===== src/rtl/bits_stream_arbiter_pkg.sv =====
// Shared types and sizing helpers for the compressed-bits stream arbiter.
package bits_arb_pkg;

   // Decoder bitstream word width.
   localparam int DATA_W_DEF = 64;

   // Packet-level arbitration state.
   typedef enum logic {
      IDLE  = 1'b0,
      BURST = 1'b1
   } arbState_t;

   // Width of a requester index; never below one bit.
   function automatic int grantWidth(input int numReq);
      return (numReq > 1) ? $clog2(numReq) : 1;
   endfunction

endpackage


===== src/rtl/bits_stream_arbiter_if.sv =====
// Valid/ready stream bundle with LANES parallel channels sharing one
// concatenated tdata vector; lane i occupies tdata[i*DATA_W +: DATA_W].
interface bits_stream_arbiter_if
   import bits_arb_pkg::*;
#(
   parameter int LANES  = 1,
   parameter int DATA_W = DATA_W_DEF
);

   logic [LANES-1:0]        valid;
   logic [LANES*DATA_W-1:0] tdata;
   logic [LANES-1:0]        tlast;
   logic [LANES-1:0]        ready;

   // Producer side of the stream.
   modport master (
      output valid,
      output tdata,
      output tlast,
      input  ready
   );

   // Consumer side of the stream.
   modport slave (
      input  valid,
      input  tdata,
      input  tlast,
      output ready
   );

endinterface


===== src/rtl/bits_stream_arbiter_rr_pick.sv =====
// Combinational round-robin picker: the first eligible requester found
// searching upward from lastGrant+1, wrapping modulo NUM_REQ.
module rr_pick
   import bits_arb_pkg::*;
#(
   parameter int NUM_REQ = 4,
   parameter int GRANT_W = grantWidth(NUM_REQ)
) (
   input  logic [NUM_REQ-1:0] eligible,
   input  logic [GRANT_W-1:0] lastGrant,
   output logic               found,
   output logic [GRANT_W-1:0] pick
);

   logic [NUM_REQ-1:0] rotated;
   logic [GRANT_W-1:0] offset;

   // Rotate so the requester just after lastGrant lands on bit 0.
   always_comb begin
      logic [GRANT_W-1:0] srcIdx;
      rotated = '0;
      srcIdx  = '0;
      for (int k = 0; k < NUM_REQ; k++) begin
         srcIdx     = GRANT_W'((int'(lastGrant) + 1 + k) % NUM_REQ);
         rotated[k] = eligible[srcIdx];
      end
   end

   // Priority-encode: lowest set bit of the rotated vector wins.
   always_comb begin
      found  = 1'b0;
      offset = '0;
      for (int k = NUM_REQ - 1; k >= 0; k--) begin
         if (rotated[k]) begin
            found  = 1'b1;
            offset = GRANT_W'(k);
         end
      end
   end

   // Undo the rotation to recover the absolute requester index.
   always_comb begin
      pick = GRANT_W'((int'(lastGrant) + 1 + int'(offset)) % NUM_REQ);
   end

endmodule


===== src/rtl/bits_stream_arbiter.sv =====
// Packet-granular round-robin arbiter sharing the decoder's single
// compressed-bits stream between NUM_REQ sources.
//
//   state | meaning
//   ------+--------------------------------------------------------------
//   IDLE  | no owner; all readies low, output quiet, arbitrate this cycle
//   BURST | granted source passes straight through until its tlast beat
//
// Data is not buffered: in BURST the granted source is wired through with
// zero added latency. Every packet pays one IDLE cycle for arbitration.
module bits_stream_arbiter
   import bits_arb_pkg::*;
#(
   parameter  int NUM_REQ   = 4,
   parameter  int DATA_W    = DATA_W_DEF,
   parameter  int MAX_BEATS = 1024,
   parameter  int CNT_W     = 16,
   localparam int GRANT_W   = grantWidth(NUM_REQ)
) (
   input  logic                 clk,
   input  logic                 reset,
   input  logic [NUM_REQ-1:0]   req_enable,
   bits_stream_arbiter_if.slave  sBits,
   bits_stream_arbiter_if.master mBits,
   output logic                 busy,
   output logic [GRANT_W-1:0]   grant_id,
   output logic                 pkt_done,
   output logic [CNT_W-1:0]     pkt_count,
   output logic                 err_overlong
);

   localparam int BEAT_W = $clog2(MAX_BEATS + 1);

   arbState_t          state;
   arbState_t          stateNxt;
   logic [GRANT_W-1:0] lastGrant;
   logic [BEAT_W-1:0]  beatCnt;
   logic [NUM_REQ-1:0] eligible;
   logic               pickFound;
   logic [GRANT_W-1:0] pickIdx;
   logic               xfer;
   logic               xferLast;

   assign eligible = req_enable & sBits.valid;
   assign xfer     = (state == BURST) & sBits.valid[grant_id] & mBits.ready[0];
   assign xferLast = xfer & sBits.tlast[grant_id];

   rr_pick #(
      .NUM_REQ (NUM_REQ),
      .GRANT_W (GRANT_W)
   ) u_rr_pick (
      .eligible  (eligible),
      .lastGrant (lastGrant),
      .found     (pickFound),
      .pick      (pickIdx)
   );

   // State register.
   always_ff @(posedge clk) begin
      if (reset) begin
         state <= IDLE;
      end else begin
         state <= stateNxt;
      end
   end

   // Next state and the combinational pass-through from the granted source.
   always_comb begin
      stateNxt    = state;
      busy        = 1'b0;
      sBits.ready = '0;
      mBits.valid = '0;
      mBits.tdata = '0;
      mBits.tlast = '0;
      case (state)
         IDLE: begin
            if (pickFound) begin
               stateNxt = BURST;
            end
         end
         BURST: begin
            busy                  = 1'b1;
            mBits.valid           = sBits.valid[grant_id];
            mBits.tdata           = sBits.tdata[grant_id*DATA_W +: DATA_W];
            mBits.tlast           = sBits.tlast[grant_id];
            sBits.ready[grant_id] = mBits.ready[0];
            if (xferLast) begin
               stateNxt = IDLE;
            end
         end
         default: stateNxt = IDLE;
      endcase
   end

   // Grant bookkeeping, beat counting and per-packet status.
   always_ff @(posedge clk) begin
      if (reset) begin
         lastGrant    <= GRANT_W'(NUM_REQ - 1);
         grant_id     <= '0;
         beatCnt      <= '0;
         pkt_done     <= 1'b0;
         pkt_count    <= '0;
         err_overlong <= 1'b0;
      end else begin
         pkt_done <= 1'b0;
         if ((state == IDLE) && pickFound) begin
            grant_id  <= pickIdx;
            lastGrant <= pickIdx;
            beatCnt   <= '0;
         end
         if (xfer) begin
            // Saturate so a runaway packet cannot wrap back under the limit.
            if (beatCnt != BEAT_W'(MAX_BEATS)) begin
               beatCnt <= beatCnt + 1'b1;
            end
            // The limit beat was not the last one: flag it, keep forwarding.
            if (!xferLast && (beatCnt == BEAT_W'(MAX_BEATS - 1))) begin
               err_overlong <= 1'b1;
            end
            if (xferLast) begin
               pkt_done  <= 1'b1;
               pkt_count <= pkt_count + 1'b1;
            end
         end
      end
   end

endmodule


===== src/flat_wrapper.sv =====
// flat-port wrapper written by rule: the top's interface ports become plain ports
module bits_stream_arbiter_flat import bits_arb_pkg::*;
#(
   parameter  int NUM_REQ   = 4,
   parameter  int DATA_W    = DATA_W_DEF,
   parameter  int MAX_BEATS = 1024,
   parameter  int CNT_W     = 16,
   localparam int GRANT_W   = grantWidth(NUM_REQ)
)
  (clk, reset, req_enable, busy, grant_id, pkt_done, pkt_count, err_overlong, sBits_valid, sBits_tdata, sBits_tlast, sBits_ready, mBits_valid, mBits_tdata, mBits_tlast, mBits_ready);
  bits_stream_arbiter_if #(.LANES((4)), .DATA_W(DATA_W)) sBits_i ();
  bits_stream_arbiter_if #(.LANES(1), .DATA_W(DATA_W)) mBits_i ();
  input  logic clk;
  input  logic reset;
  input  logic [NUM_REQ-1:0] req_enable;
  output logic busy;
  output logic [GRANT_W-1:0] grant_id;
  output logic pkt_done;
  output logic [CNT_W-1:0] pkt_count;
  output logic err_overlong;
  input wire logic [$bits(sBits_i.valid)-1:0] sBits_valid;
  input wire logic [$bits(sBits_i.tdata)-1:0] sBits_tdata;
  input wire logic [$bits(sBits_i.tlast)-1:0] sBits_tlast;
  output wire logic [$bits(sBits_i.ready)-1:0] sBits_ready;
  output wire logic [$bits(mBits_i.valid)-1:0] mBits_valid;
  output wire logic [$bits(mBits_i.tdata)-1:0] mBits_tdata;
  output wire logic [$bits(mBits_i.tlast)-1:0] mBits_tlast;
  input wire logic [$bits(mBits_i.ready)-1:0] mBits_ready;
  assign sBits_i.valid = sBits_valid;
  assign sBits_i.tdata = sBits_tdata;
  assign sBits_i.tlast = sBits_tlast;
  assign sBits_ready = sBits_i.ready;
  assign mBits_valid = mBits_i.valid;
  assign mBits_tdata = mBits_i.tdata;
  assign mBits_tlast = mBits_i.tlast;
  assign mBits_i.ready = mBits_ready;
  bits_stream_arbiter #(.NUM_REQ(NUM_REQ), .DATA_W(DATA_W), .MAX_BEATS(MAX_BEATS), .CNT_W(CNT_W)) u_core (.clk(clk), .reset(reset), .req_enable(req_enable), .sBits(sBits_i), .mBits(mBits_i), .busy(busy), .grant_id(grant_id), .pkt_done(pkt_done), .pkt_count(pkt_count), .err_overlong(err_overlong));
endmodule

===== config.mk =====
export PLATFORM = sky130hd
export DESIGN_NAME = bits_stream_arbiter_flat
export DESIGN_NICKNAME = d
export VERILOG_FILES = /design/src/rtl/bits_stream_arbiter_pkg.sv /design/src/rtl/bits_stream_arbiter_if.sv /design/src/rtl/bits_stream_arbiter_rr_pick.sv /design/src/rtl/bits_stream_arbiter.sv /design/src/flat_wrapper.sv
export SDC_FILE = /design/constraint.sdc
export NUM_CORES = 1
export LEC_CHECK = 0
export CORE_AREA = 2 2 141 143
export DETAILED_ROUTE_END_ITERATION = 8
export DIE_AREA = 0 0 143 145
export MAX_ROUTING_LAYER = met4
export SYNTH_ARGS = -nofsm -noshare
export SYNTH_HDL_FRONTEND = slang
export SYNTH_HIERARCHICAL = 1
export SYNTH_SLANG_ARGS = --single-unit
export TNS_END_PERCENT = 30

===== constraint.sdc =====
create_clock -name clk -period 2.42 [get_ports clk]
set_clock_uncertainty 0.2 [all_clocks]
set_input_delay 0.363 -clock clk [delete_from_list [all_inputs] [get_ports clk]]
set_output_delay 0.363 -clock clk [all_outputs]
set_load 0.01 [all_outputs]

# Word level (Yosys, flattened, before mapping)
# Cells that the tools add are included.
dict set report classes {
  add_sub_neg 7
  multipliers 0
  n_div 0
  n_lt_le_gt_ge 6
  eq_ne 2
  shift 1
  n_mux 34
  bitwise 7
  reduce_logical 7
}
# op count
set ops {}
lappend ops {{variable part select 256 x 9 -> 64 bit} 1}
lappend ops {{two-way mux 64 bit} 1}
lappend ops {{two-way mux 11 bit} 3}
lappend ops {{two-way mux 1 bit} 17}
lappend ops {{adder 16 x 1 -> 16 bit (second input constant)} 1}
lappend ops {{less-than comparator 2 x 3 -> 1 bit (second input constant)} 5}
lappend ops {{binary-select mux 1 bit (select 2 bit)} 6}
lappend ops {{adder 11 x 1 -> 11 bit (second input constant)} 1}
lappend ops {{== test 11 x 10 -> 1 bit (second input constant)} 1}
lappend ops {{!= test 11 bit (second input constant)} 1}
lappend ops {{bitwise AND 4 bit} 2}
lappend ops {{two-way mux 2 bit} 4}
lappend ops {{adder 2 x 1 -> 2 bit (second input constant)} 2}
lappend ops {{adder 2 bit (second input constant)} 2}
lappend ops {{two-way mux 4 bit} 1}
lappend ops {{AND reduction 2 bit} 2}
lappend ops {{bitwise AND 1 bit} 3}
lappend ops {{logical AND 1 bit} 3}
lappend ops {{adder 2 bit} 1}
lappend ops {{demux 1 bit (select 2 bit)} 1}
lappend ops {{greater-or-equal comparator 2 x 1 -> 1 bit (second input constant)} 1}
lappend ops {{inverter 1 bit} 2}
lappend ops {{one-hot mux 1 bit (2 select lines)} 1}
lappend ops {{OR reduction 2 bit} 1}
lappend ops {{zero test 1 bit} 1}
dict set report totals {
  reg_bits 34
  latch_bits 0
  ramBits 0
  mem_bits_ro 0
  memories 0
}

# Logic depth before layout (Yosys ltp)
# Gate-level depths: netlist of run 1.
dict set report logic_depth {
  word_depth 12
  depth_mapped 11
  mapped_depth_nobuf 11
}

# Hierarchy
# The synthesis of run 1 kept the hierarchy.
# module n_inst cells_per_inst area_per_inst_um2
set by_module_without_submodules {}
lappend by_module_without_submodules {bits_stream_arbiter 1 377 3821.2}
lappend by_module_without_submodules {rr_pick 1 25 192.7}

# Least setup slack after synthesis of run 1
# Ideal clock, no wire load.
dict set report synth_path {
  path_kind {register to output}
  from {reg u_core.grant_id[0]}
  to {out mBits_tdata[37]}
  arrival_time_ps 1753
  setup_slack_ps 104
  path_stages_with_launch 6
  path_buffers 3
  cell_sequence {dfxtp_1 buf_4 buf_2 buf_4 mux4_2 and2_1}
}
dict set report synth_via {
  elab_chain_cells 2
}
# element line_no
set synth_rtl {}
lappend synth_rtl {{start, declared} bits_stream_arbiter.sv:26} ;# output logic [GRANT_W-1:0] grant_id,
lappend synth_rtl {{start signal, assigned} bits_stream_arbiter.sv:107} ;# grant_id <= pickIdx;
lappend synth_rtl {{variable part select 256 x 9 -> 64 bit} bits_stream_arbiter.sv:84} ;# mBits.tdata = sBits.tdata[grant_id*DATA_W +: DATA_W];
lappend synth_rtl {{two-way mux 64 bit} bits_stream_arbiter.sv:75} ;# case (state)
lappend synth_rtl {{end, declared} flat_wrapper.sv:26} ;# output wire logic [$bits(mBits_i.tdata)-1:0] mBits_tdata;
# No other way between the ends.

# Worst setup path after layout of run 1
dict set report layout_path {
  from {reg u_core.grant_id[0]}
  to {out mBits_tdata[7]}
}
# Same word-level chain as after synthesis.

==> run_results.csv, run 1 <==
group,metric,value,unit
drt,post-route-drc-count,0,
flow_run,cap_violations,0,
setup_path,crit_type,"reg2out",
setup_path,r2r_end,"u_core/pkt_count[14]$_SDFFE_PP0P_",
drt,dr_total_vias,4911,
clock_tree,clock_latency,0.28,ns
outcome,violations,"setup timing",
setup_path,critPathSlowestCell,"mux4_2",
setup_path,crit_path_frequent_cell,"buf_12",
floorplanning,core_area,0.0192,sq mm
drt,drt_iter0_markers,251,
yosys,post-synth-top-area-cell,"mux4_2",
drt,routed_wl,22900,microns
global_routing,busiest_layer,"met2",
yosys,syn-mean-instance-area,9.98,sq um
yosys,netlist_area,0.00401,sq mm
global_routing,antenna_found_initial,7,
sta,finalHoldViolCount,0,
setup_path,crit_chain,"buf_12 -> buf_16 -> buf_6 -> mux4_2 -> and2_4 -> buf_12",
power,leakagePower,3.18,nW
global_routing,grt_first_pass_wirelength,32200,microns
worst_hold_path,hold-path-cell-count,2,
floorplanning,initial_core_util,20.9,%
sta,max_freq,409,MHz
placed_design,dp_hpwl,19000,microns
floorplanning,num_rows,51,
sta,slew_viol_final,0,
setup_path,crit_fanout,5,
global_routing,grt_util_all_layers,21.6,%
yosys,yosys-top-cells-area,"mux4_2, dfxtp_1, and2_1, mux2_2, nor2b_1",
global_routing,grt.overflow.total,0,
power,power_density,429,mW/mm^2
clock_tree,cts-root-buf,"clkbuf_16",
placed_design,gp_congestion,0.887,
final_layout,area_growth,111,%
worst_hold_path,worstHoldStart,"u_core/err_overlong$_SDFFE_PP0P_",
drt,detail-route-antenna-nets,0,
setup_path,r2r_setup_slack,0.07,ns
clock_tree,cts_tree,"yes",
clock_tree,clock_path_buffers,2,
yosys,synth_warnings,6,
clock_tree,cts_made_buffers,5,
yosys,synth-async-reset-ratio,0,%
yosys,synth.distinct_cells,51,
sta,rsz0062_at_grt,"yes",
yosys,synthesis.nets,677,
setup_path,r2r-start,"u_core/grant_id[0]$_SDFFE_PP0P_",
floorplanning,fp.dieW,143,microns
setup_path,start_kind,"flip-flop",
yosys,ys_seq_area_share,17.0,%
floorplanning,ios,362,
global_routing,gr-usage-met3,6.93,%
worst_hold_path,hold_class,"reg2reg",
final_layout,drive_above_1_share,29.8,%
sta,setup_slack,-0.0220,ns
power,p_total,0.00364,W
final_layout,fin_util,44.2,%
sta,worst_pin_slew,0.360,ns
outcome,outcome,"complete, but fails checks",
global_routing,grt_max_degree,50,
yosys,ys_seq_elements,34,
final_layout,fin_nets,1058,
global_routing,grt_pass1_vias,5026,
sta,slew_headroom,75.7,%
yosys,synth_top_area_share,35.9,%
drt,vias_per_cell,4.65,
global_routing,met2_usage,37.5,%
setup_path,cp.required,1.86,ns
setup_path,worstRegToRegCells,7,
floorplanning,dieArea,0.0207,sq mm
clock_tree,cts.sinks,34,
setup_path,end_kind,"output port",
yosys,synth-main-ff-cell,"dfxtp_1",
power,ir_drop,360,uV
yosys,synth-edff-count,0,
sta,setup_violations,2,
floorplanning,die_h,145,microns
global_routing,grt_use_met1,24.8,%
placed_design,numPortBuffers,361,
clock_tree,clk_pin_slew,0.06,ns
drt,drt_first_pass_iters,4,
drt,wl_per_cell,21.7,microns
worst_hold_path,hold_end,"u_core/err_overlong$_SDFFE_PP0P_",
sta,min_period_over_period,101,%
final_layout,num-fill-cells,1852,
setup_path,worstPathArrival,1.88,ns
yosys,synthCells,402,
clock_tree,htreeDepth,2,
setup_path,slowest_delay,0.52,ns
sta,fin_crit,2.44,ns
[cell families (layout without fill, tap and decap cells)]
logic type               after synthesis  after routing  share of synthesized area, %
AO/OA/AOI/OAI                         45             45                          7.73
XOR/XNOR                               3              3                         0.655
buffers and inverters                 45            427                          5.14
other                                  0              8                             0
multiplexers                          84             84                          41.5
flip-flops                            34             34                          17.0
AND/OR/NAND/NOR                      187            187                          26.8
adder cells (fa/ha/maj)                4              4                          1.25
[per-layer routing]
layer	vias to the layer above	part of all wire, %
li1	2325	-
met1	2367	39
met2	206	51
met3	13	9.0
met4	0	0.86
met5	-	0
[synthesized netlist by cell type (2+ instances only)]
library cell  count
a21oi_1          15
nor2b_1          17
or3_1             5
nor4_1            6
nand3_1          13
o41ai_1           3
and4_1            4
mux2_2           11
clkbuf_1         18
mux2_1            4
o211ai_1          3
o311ai_0          3
buf_4             3
buf_2             9
ha_1              4
mux4_2           64
nor2_1           24
o22ai_1           2
dfxtp_1          34
nand2b_1          2
and2_1           69
xnor2_1           3
nand2_1          17
nand4_1           8
or4_1             4
nor3_1           10
o31ai_1           3
o21ai_0           6
mux2i_1           4
buf_6             2
inv_1            10
buf_1             3
[flip-flops by register name, indices dropped and copies added, names as in the netlist]
signal	cells
u_core/err_overlong	1
u_core/beatCnt	11
u_core/pkt_done	1
u_core/grant_id	2
u_core/state	1
u_core/lastGrant	2
u_core/pkt_count	16
[area by class of cell]
type                       count  area, sq um  area share, %
timing repair buffer         409         4010           47.2
multi-input combinational    323         3260           38.4
clock buffer                   5          125           1.48
tap                          265          332           3.91
inverter                      10         37.5          0.443
clock inverter                 3         16.3          0.192
antenna                        8         20.0          0.236
sequential                    34          689           8.13
[report_power, final]
| group | internal (W) | total (W) | switching [W] | leakage (nW) |
|---|---|---|---|---|
| clock network | 0.000376 | 0.000624 | 0.000248 | 0.0673 |
| logic | 0.00148 | 0.00237 | 0.000883 | 2.84 |
| registers | 0.000585 | 0.000648 | 0.0000631 | 0.277 |
[stage by stage]
step | std cells | area, sq um | hold slack, ns | TNS (ns) | setup slack (ns)
after detailed placement | 1025 | 8170 | 0.274 | -5.06 | -0.296
after CTS | 1046 | 8370 | 0.292 | -0.993 | -0.139
final | 1057 | 8480 | 0.279 | -0.0324 | -0.0220
after global routing | 1056 | 8480 | 0.343 | -0.959 | -0.0962
after global placement | 1025 | 8170 | 0.277 | -4.63 | -0.228
after floorplan | 402 | 4010 | 0.283 | 0 | 0.104
[cell usage in the layout, fill, tap and decap left out, drive strengths merged, types with 14 or more instances in the layout]
master	n
a21oi	15
and2	69
buf	98
clkbuf	17
clkdlybuf4s50	286
dfxtp	34
mux2	16
mux4	64
nand2	17
nand3	14
nor2	24
nor2b	17
[timing repair]
item	4_1_cts	5_1_grt
gates resized for setup	230	79
gates cloned	3	0
setup buffers	10	4
hold buffers	0	0
pin swaps	10	20
setup endpoints to repair	67	66
hold endpoints to repair	0	0
[worst max-delay path, delay by kind of cell (launching register included)]
| family | cells | cell delay, ns |
|---|---|---|
| simple gates | 1 | 0.19 |
| mux | 1 | 0.52 |
| flops | 1 | 0.39 |
| buf+inv | 4 | 0.48 |
[how the worst max path moves through the flow]
stage	from	to	slack, ns	cells past startpoint
global route	u_core/grant_id[0]$_SDFFE_PP0P_	mBits_tdata[7]	-0.1	6
finish	u_core/grant_id[0]$_SDFFE_PP0P_	mBits_tdata[7]	-0.02	6
global placement	sBits_valid[2]	u_core/grant_id[1]$_SDFFE_PP0P_	-0.23	12
detailed placement	sBits_valid[2]	u_core/grant_id[1]$_SDFFE_PP0P_	-0.30	12
floorplan	u_core/grant_id[0]$_SDFFE_PP0P_	mBits_tdata[37]	0.10	5
CTS	u_core/grant_id[0]$_SDFFE_PP0P_	mBits_tdata[57]	-0.14	6
Power figures use the tool's default switching activity.
==> run 2: changes to the inputs <==
- CTS_CLUSTER_DIAMETER: default -> 200
==> results of run 2 <==
Final layout, timing and power as in run 1 (identical DEF).
